<file path="config.mk">
export PLATFORM = sky130hd
export DESIGN_NAME = game_sequencer
export DESIGN_NICKNAME = d
export VERILOG_FILES = /design/src/rtl/game_pkg.sv /design/src/rtl/btn_edge.sv /design/src/rtl/game_sequencer.sv
export SDC_FILE = /design/constraint.sdc
export NUM_CORES = 1
export LEC_CHECK = 0
export ABC_AREA = 1
export BUFFER_PORTS_ARGS = -buffer_cell sky130_fd_sc_hd__buf_2
export CAP_MARGIN = 20
export CORE_MARGIN = 2
export CORE_UTILIZATION = 45
export CTS_CLUSTER_DIAMETER = 100
export DETAILED_ROUTE_END_ITERATION = 8
export PLACE_DENSITY = 0.65
export SLEW_MARGIN = 20
export SYNTH_ARGS = -nofsm -noshare
export SYNTH_HDL_FRONTEND = slang
export SYNTH_HIERARCHICAL = 1
export SYNTH_SLANG_ARGS = --single-unit
</file>
<file path="constraint.sdc">
create_clock -name clk -period 3.17 [get_ports clk]
set_input_delay 0.634 -clock clk [delete_from_list [all_inputs] [get_ports clk]]
set_output_delay 0.634 -clock clk [all_outputs]
set_load 0.01 [all_outputs]
</file>
<file path="src/rtl/game_pkg.sv">
// Shared definitions for the game sequencer: parameter defaults, the FSM
// state encoding, and a saturating score increment helper.
package game_pkg;

  localparam int DEF_N_BRICKS     = 18;
  localparam int DEF_N_LIVES      = 3;
  localparam int DEF_N_LEVELS     = 4;
  localparam int DEF_SERVE_FRAMES = 60;

  // Plain constants rather than an enum so the encoding is stable on the
  // debug port and easy to compare against in checkers.
  localparam logic [2:0] ST_IDLE  = 3'd0;
  localparam logic [2:0] ST_SERVE = 3'd1;
  localparam logic [2:0] ST_PLAY  = 3'd2;
  localparam logic [2:0] ST_LOST  = 3'd3;
  localparam logic [2:0] ST_CLEAR = 3'd4;
  localparam logic [2:0] ST_OVER  = 3'd5;

  // Score never wraps: it sticks at all-ones.
  function automatic logic [11:0] sat_inc12(input logic [11:0] v);
    return (v == 12'hFFF) ? v : v + 12'd1;
  endfunction

endpackage

</file>
<file path="src/rtl/btn_edge.sv">
// Start button conditioning: two-flop synchronizer followed by a
// rising-edge detector.
// Ports:
//   clk, reset : clock and asynchronous active-high reset
//   btn_in     : raw button, asynchronous to clk
//   start      : one-cycle pulse on a synchronized rising edge; high in the
//                cycle after the second synchronizer flop captures the rise,
//                so the consuming FSM changes state on the third clock edge
//                after the raw rise.
module btn_edge (
  input  logic clk,
  input  logic reset,
  input  logic btn_in,
  output logic start
);

  logic sync1, sync2, prev;

  always_ff @(posedge clk or posedge reset) begin
    if (reset) begin
      sync1 <= 1'b0;
      sync2 <= 1'b0;
      prev  <= 1'b0;
    end else begin
      sync1 <= btn_in;
      sync2 <= sync1;
      prev  <= sync2;
    end
  end

  assign start = sync2 & ~prev;

endmodule

</file>
<file path="src/rtl/game_sequencer.sv">
// Game flow controller for a brick-breaker style game: serve delay, play,
// life loss, level clear and game over, with score and level tracking.
// Ports:
//   clk, reset    : clock and asynchronous active-high reset
//   frame_tick    : one pulse per video frame, paces the serve delay
//   btn_start     : raw start button (synchronized internally)
//   ball_lost     : pulse when the ball drops below the paddle
//   brick_hit     : pulse per brick destroyed
//   run           : ball/paddle motion enable (high only in PLAY)
//   serve         : pulse in the first cycle of every SERVE visit
//   bricks_reload : pulse when the brick field is restored
//   level, lives, ball_speed, level_lamps, score, win : game status
//   state         : FSM state encoding for debug
// All outputs come straight from flops.
module game_sequencer
  import game_pkg::*;
#(
  parameter int N_BRICKS     = DEF_N_BRICKS,
  parameter int N_LIVES      = DEF_N_LIVES,
  parameter int N_LEVELS     = DEF_N_LEVELS,
  parameter int SERVE_FRAMES = DEF_SERVE_FRAMES
) (
  input  logic        clk,
  input  logic        reset,
  input  logic        frame_tick,
  input  logic        btn_start,
  input  logic        ball_lost,
  input  logic        brick_hit,
  output logic        run,
  output logic        serve,
  output logic        bricks_reload,
  output logic [1:0]  level,
  output logic [1:0]  lives,
  output logic [2:0]  ball_speed,
  output logic [3:0]  level_lamps,
  output logic [11:0] score,
  output logic        win,
  output logic [2:0]  state
);

  logic       start;
  logic [7:0] cnt_q, cnt_d;
  logic [4:0] bricks_q, bricks_d;
  logic [2:0] state_d;
  logic [1:0] level_d, lives_d;
  logic [3:0] lamps_d;
  logic [11:0] score_d;
  logic       win_d;
  logic       serve_d, reload_d;

  btn_edge u_btn_edge (
    .clk    (clk),
    .reset  (reset),
    .btn_in (btn_start),
    .start  (start)
  );

  always_comb begin
    state_d  = state;
    cnt_d    = cnt_q;
    bricks_d = bricks_q;
    level_d  = level;
    lives_d  = lives;
    lamps_d  = level_lamps;
    score_d  = score;
    win_d    = win;
    case (state)
      ST_IDLE, ST_OVER: begin
        if (start) begin
          state_d  = ST_SERVE;
          lives_d  = 2'(N_LIVES);
          level_d  = 2'd0;
          score_d  = 12'd0;
          lamps_d  = 4'd0;
          win_d    = 1'b0;
          bricks_d = 5'(N_BRICKS);
        end
      end
      ST_SERVE: begin
        if (frame_tick) begin
          if (cnt_q == 8'(SERVE_FRAMES - 1)) state_d = ST_PLAY;
          else                               cnt_d   = cnt_q + 8'd1;
        end
      end
      ST_PLAY: begin
        // A hit is counted before a simultaneous loss; clearing the last
        // brick wins over the loss.
        if (brick_hit && bricks_q != 5'd0) begin
          bricks_d = bricks_q - 5'd1;
          score_d  = sat_inc12(score);
          if (bricks_q == 5'd1) state_d = ST_CLEAR;
          else if (ball_lost)   state_d = ST_LOST;
        end else if (ball_lost) begin
          state_d = ST_LOST;
        end
      end
      ST_LOST: begin
        lives_d = lives - 2'd1;
        if (lives == 2'd1) begin
          state_d = ST_OVER;
          win_d   = 1'b0;
        end else begin
          state_d = ST_SERVE;
        end
      end
      ST_CLEAR: begin
        lamps_d[level] = 1'b1;
        if (level == 2'(N_LEVELS - 1)) begin
          state_d = ST_OVER;
          win_d   = 1'b1;
        end else begin
          level_d  = level + 2'd1;
          bricks_d = 5'(N_BRICKS);
          state_d  = ST_SERVE;
        end
      end
      default: state_d = ST_IDLE;
    endcase

    // Every SERVE entry restarts the frame count and fires one serve pulse;
    // entries from a new game or a cleared level also refill the bricks.
    serve_d  = (state_d == ST_SERVE) && (state != ST_SERVE);
    reload_d = (state_d == ST_SERVE) &&
               (state == ST_IDLE || state == ST_OVER || state == ST_CLEAR);
    if (serve_d) cnt_d = 8'd0;
  end

  always_ff @(posedge clk or posedge reset) begin
    if (reset) begin
      state         <= ST_IDLE;
      run           <= 1'b0;
      serve         <= 1'b0;
      bricks_reload <= 1'b0;
      level         <= 2'd0;
      lives         <= 2'(N_LIVES);
      ball_speed    <= 3'd1;
      level_lamps   <= 4'd0;
      score         <= 12'd0;
      win           <= 1'b0;
      bricks_q      <= 5'(N_BRICKS);
      cnt_q         <= 8'd0;
    end else begin
      state         <= state_d;
      run           <= (state_d == ST_PLAY);
      serve         <= serve_d;
      bricks_reload <= reload_d;
      level         <= level_d;
      lives         <= lives_d;
      ball_speed    <= {1'b0, level_d} + 3'd1;
      level_lamps   <= lamps_d;
      score         <= score_d;
      win           <= win_d;
      bricks_q      <= bricks_d;
      cnt_q         <= cnt_d;
    end
  end

endmodule
</file>
=== Word level (Yosys, flattened, before mapping) ===
Index checks and enable logic that the tools add are counted.

* $add $sub $neg: 6
* Multiply operators: 0
* Div/mod/pow operators: 0
* $lt $le $gt $ge: 2
* Eq/ne operators: 20
* Shift operators: 0
* Multiplexer cells: 34
* Bitwise operators: 3
* Reductions and logical operators: 22

{| class="wikitable"
|+ Operators with widths
! cell !! count
|-
| $mux W12 || 3
|-
| $mux W8 || 4
|-
| $mux W3 || 8
|-
| $pmux W12 S2 || 1
|-
| $mux W5 || 3
|-
| $pmux W3 S5 || 1
|-
| $pmux W5 S3 || 1
|-
| $ne A2 B2 Y1 const B || 7
|-
| $add A12 B1 Y12 const B || 1
|-
| $eq A12 B12 Y1 const B || 1
|-
| $reduce_and A4 Y1 || 3
|-
| $reduce_bool A2 Y1 || 5
|-
| $eq A3 B2 Y1 const B || 3
|-
| $add A8 B1 Y8 const B || 1
|-
| $eq A8 B6 Y1 const B || 1
|-
| $pmux W2 S2 || 2
|-
| $pmux W4 S2 || 1
|-
| $eq A3 B1 Y1 const B || 2
|-
| $eq A3 B3 Y1 const B || 2
|-
| $mux W2 || 3
|-
| $reduce_bool A3 Y1 || 2
|-
| $eq A5 B1 Y1 const B || 1
|-
| $reduce_bool A5 Y1 || 1
|-
| $sub A5 B1 Y5 const B || 1
|-
| other kinds (21) || 29
|}

* Register bits: 46
* Latch bits: 0
* RAM bits: 0
* Memory bits (read-only): 0
* Word-level logic and storage cells: 102
* Memories: 0

=== Longest topological paths before layout ===
* Word-level depth: 8
* Gate-level depth with buffers: 10
* Depth with buffers taken out: 10

=== Modules after synthesis ===
Netlist, hierarchy kept.

{| class="wikitable"
|+ By module, submodules not included
! module !! instances !! cells each !! area each (um^2) !! seq. area each (um^2)
|-
| game_sequencer || 1 || 304 || 2376.0 || 1082.3
|-
| btn_edge || 1 || 6 || 88.8 || 75.1
|}

=== Worst setup path after synthesis ===
Ideal clock, no wire load.

* Kind: register to register
* Start point: register score[0]
* End point: register score[0]
* Library setup time: 117 ps
* Arrival time: 1562 ps
* Data required time: 3053 ps
* Path slack: 1491 ps
* Stages on the path, launching flop included: 10
* Cells stage by stage: dfrtp_1 -> ha_1 -> nand2_2 -> nor3_2 -> nand3_2 -> nor2_2 -> nor2_4 -> buf_6 -> nor2_2 -> nor2_1

* Cells in the longest elaborated chain, start to end: 4

{| class="wikitable"
|+ Ends and longest elaborated chain
! what !! line !! source
|-
| start: declaration || game_sequencer.sv:36 || <nowiki>output logic [11:0] score,</nowiki>
|-
| start signal: assignment || game_sequencer.sv:151 || <nowiki>score <= score_d;</nowiki>
|-
| $add A12 B1 Y12 || game_pkg.sv:21 || <nowiki>return (v == 12'hFFF) ? v : v + 12'd1;</nowiki>
|-
| $mux W12 || game_pkg.sv:21 ||
|-
| $mux W12 || game_sequencer.sv:88 || <nowiki>if (brick_hit && bricks_q != 5'd0) begin</nowiki>
|-
| $pmux W12 S2 || game_sequencer.sv:67 || <nowiki>case (state)</nowiki>
|}

Several ways; a longest one is shown, not always the timed one. The select of a mux whose other input is x is not followed.
A chain may end at the register's enable or synchronous reset.

=== Final worst setup path ===
* Start point: register state[0]
* End point: register ball_speed[1]

* Cells in the longest elaborated chain, start to end: 4

{| class="wikitable"
|+ Ends and longest elaborated chain
! what !! line !! source
|-
| start: declaration || game_sequencer.sv:38 || <nowiki>output logic [2:0] state</nowiki>
|-
| start signal: assignment || game_sequencer.sv:143 || <nowiki>state <= state_d;</nowiki>
|-
| $eq A3 B3 Y1 / $logic_not A3 Y1 (equally long branches) || game_sequencer.sv:67 ||
|-
| $reduce_or A2 Y1 || game_sequencer.sv:67 ||
|-
| $pmux W2 S2 * || game_sequencer.sv:67 ||
|-
| via level_d[0] || game_sequencer.sv:45 || <nowiki>logic [1:0] level_d, lives_d;</nowiki>
|-
| $add A2 B1 Y3 * || game_sequencer.sv:149 || <nowiki>ball_speed <= {1'b0, level_d} + 3'd1;</nowiki>
|-
| end signal: assignment || game_sequencer.sv:149 ||
|-
| end: declaration || game_sequencer.sv:34 || <nowiki>output logic [2:0] ball_speed,</nowiki>
|}

The timed path passes the listed nets; every way through them passes the cells marked *.

==> reports/results.tsv <==
metric	value	unit
post_synth_num_cell_types	30	
report.final.setup_viol	0	
cts.path.max_buffers	2	
fmaxAchievable	569.5	MHz
layout_setup_ws	1.414	ns
fraction_of_final_layout_cells_sized_beyond_drive_strength_1	0.2068	
grt_setup_unrepaired	false	
clockRootBuffer	sky130_fd_sc_hd__clkbuf_8	
synth_area_per_cell	7.951	um^2
timing.hold.worst.class	primary input to asynchronous set/reset pin	
pwr-share-seq	0.519	
synthesis.nets	323	
max_slew.worst_pin.slew	0.6364	ns
seq_total_area_yosys	0.4695	
combinationalPowerShare	0.211	
drt_pre_antenna_iters	4	
detail_route.drc_violations	0	
maxCapViolCount	0	
dpl.cell_count	415	
grt_overflow_total	0	
die_x	78.01	um
route.detailed.vias_per_inst	4.742	
wire_length_of_the_first_global_routing_pass	8.556	mm
reg2reg_slack	1.41	ns
skew	0.01125	ns
dr_total_vias	2006	
static-leakage-power	0.001500	uW
num_antenna_cells	0	
power.net_switching	420.4	uW
grt_pass1_vias	1889	
crit_arrival	1.94	ns
detailed_place.area	2749	um^2
clk_latency	0.30	ns
mostFrequentLayoutCell	sky130_fd_sc_hd__nand2_1	
htreeDepth	2	
max-vdd-ir-drop	300.8	uV
final.fill_count	523	
pre_cts_slack	1.420	ns
die_area	6086	um^2
power-per-cell-area	484.0	nW/um^2
globalRouteMet1Util	0.2442	
number_of_rows_created_at_floorplan	26	
ctsHoldBuffers	0	
required	3.36	ns
synth_edf_count	0	
mostFrequentLayoutCells	sky130_fd_sc_hd__nand2_1 (85), sky130_fd_sc_hd__nor2_1 (42), sky130_fd_sc_hd__dfrtp_1 (41)	
final_hold_viol_count	0	
grt.busiest_layer	met2	
finalCriticalPeriod	1.756	ns
postSynthRegisterBits	46	
grt_max_degree	17	
port-buffer-count	35	
intPower	954.2	uW
cts_tree	yes	
routabilityCongestion	0.8898	
io_pins	36	
final-max-slew-violation-count	0	
globalRouteMet3Util	0.04598	
dp.final_hpwl	3.600	mm
global_route.usage.met2	0.2724	
post_drt_wl_per_cell	11.34	um
cts-buffers-inserted	5	
power.share.switching	0.3059	
fin_tns_setup	0	ns
cts_sinks	46	
grt_use_total	0.1762	
cts.repair.resized	0	
design.final.nets	365	
layout_overhead_on_the_synthesized_area	15.23	%
die_height	78.01	um
worstSetupEndpointType	flip-flop	
layoutNonFillerInstCount	423	
synth_area	2465	um^2
asyncSetResetFlopFracSynth	1.000	
crit_fanout	7	
finalCritPeriodShare	0.5539	
synthesis.instances	310	
run_status	finished, final reports clean	
main_flop_type_after_synthesis	sky130_fd_sc_hd__dfrtp_1	
cts_post_setup_buffers_inserted	0	
finalInstanceArea	2840	um^2
antenna_found_initial	0	
total_wire_length_after_detailed_routing	4.795	mm
max_slew_margin	0.5731	
drt_iter0_drc	74	
synth-warning-count	6	
worstSetupStartpointType	flip-flop	
antenna_left	0	
initial_utilization	0.4736	
clock_slew_seen_by_the_registers_of_the_worst_setup_and_hold_paths	0.08	ns
pwr-share-clk	0.270	
critPathKind	flip-flop to flip-flop	
design.core.area	5205	um^2
==> synth_stat cells, drive strengths merged (2+ instances only) <==
cell / instances / area share
nand3: 17 / 0.037
a21oi: 4 / 0.0081
nand2: 87 / 0.13
ha: 7 / 0.036
xnor2: 3 / 0.011
buf: 3 / 0.0086
a32o: 2 / 0.0081
nor2: 47 / 0.079
nand4: 5 / 0.018
dfrtp: 41 / 0.42
o21ai: 22 / 0.055
dfstp: 5 / 0.053
xor2: 12 / 0.043
nor3: 6 / 0.014
inv: 45 / 0.069
==> cells by family (layout without fill, tap and decap cells) <==
| kind of cell | after synthesis | after routing | synth area share |
|---|---|---|---|
| DFF | 46 | 46 | 0.4695 |
| AOI/OAI and AO/OA | 30 | 30 | 0.07716 |
| and+or+nand+nor | 164 | 164 | 0.2873 |
| buffers and inverters | 48 | 91 | 0.07716 |
| xor gates and xnor gates | 15 | 15 | 0.05330 |
| adders and majority gates | 7 | 7 | 0.03553 |
==> path summary, 6_finish.rpt <==
check	startpoint	endpoint	cells past startpoint
setup reg to reg	state[0]	ball_speed[1]	8
hold reg to reg	u_btn_edge/sync1	u_btn_edge/sync2	0
hold / removal	reset	u_btn_edge/sync1	2
min in group clk	u_btn_edge/sync1	u_btn_edge/sync2	0
max in group asynchronous	reset	state[1]	4
setup / recovery	state[0]	ball_speed[1]	8
==> flip-flops by register name (all words and copies together), names as in the netlist <==
register	count
serve	1
bricks_reload	1
bricks_q	5
run	1
win	1
level_lamps	4
ball_speed	3
state	3
level	2
u_btn_edge/prev	1
u_btn_edge/sync2	1
cnt_q	8
score	12
u_btn_edge/sync1	1
lives	2
==> through the flow <==
stage               hold slack [ns]  utilization  total power, uW
finish                       0.1968       0.5457             1375
global route                 0.1995       0.5457             1479
floorplan                    0.3312            -            938.4
global placement             0.3367       0.5228             1006
detailed placement           0.3362       0.5281             1019
CTS                          0.1890       0.5457             1397
==> power groups by stage <==
stage               Combinational, uW  Sequential (uW)  Clock (uW)
global route                      344              723         411
floorplan                         211              728           0
CTS                               295              715         388
global placement                  282              723           0
finish                            290              714         371
detailed placement                293              726           0
==> per-layer routing <==
| metal | wire (um) | up-vias |
|---|---|---|
| met2 | 2150 | 32 |
| li1 | - | 1048 |
| met4 | 53 | 0 |
| met5 | 0 | - |
| met3 | 194 | 6 |
| met1 | 2396 | 920 |
==> cell type report <==
type,instances,area [um^2],area share
Tap cell,70,87.58,0.03084
Sequential cell,46,1157,0.4075
Timing Repair Buffer,38,217.7,0.07665
Clock inverter,1,5.005,0.001762
Clock buffer,7,86.33,0.03040
Inverter,45,168.9,0.05947
Multi-Input combinational cell,216,1117,0.3934
==> worst max-delay path: stages, from the launching register on <==
cell                      delay (ns)
sky130_fd_sc_hd__dfrtp_1        0.44
sky130_fd_sc_hd__inv_2          0.05
sky130_fd_sc_hd__nand2_1        0.16
sky130_fd_sc_hd__inv_1          0.06
sky130_fd_sc_hd__nor2_1         0.13
sky130_fd_sc_hd__nand2_1        0.18
sky130_fd_sc_hd__a31oi_1        0.24
sky130_fd_sc_hd__inv_1          0.09
sky130_fd_sc_hd__ha_1           0.30
No activity file was read; power rests on OpenSTA's default activity.
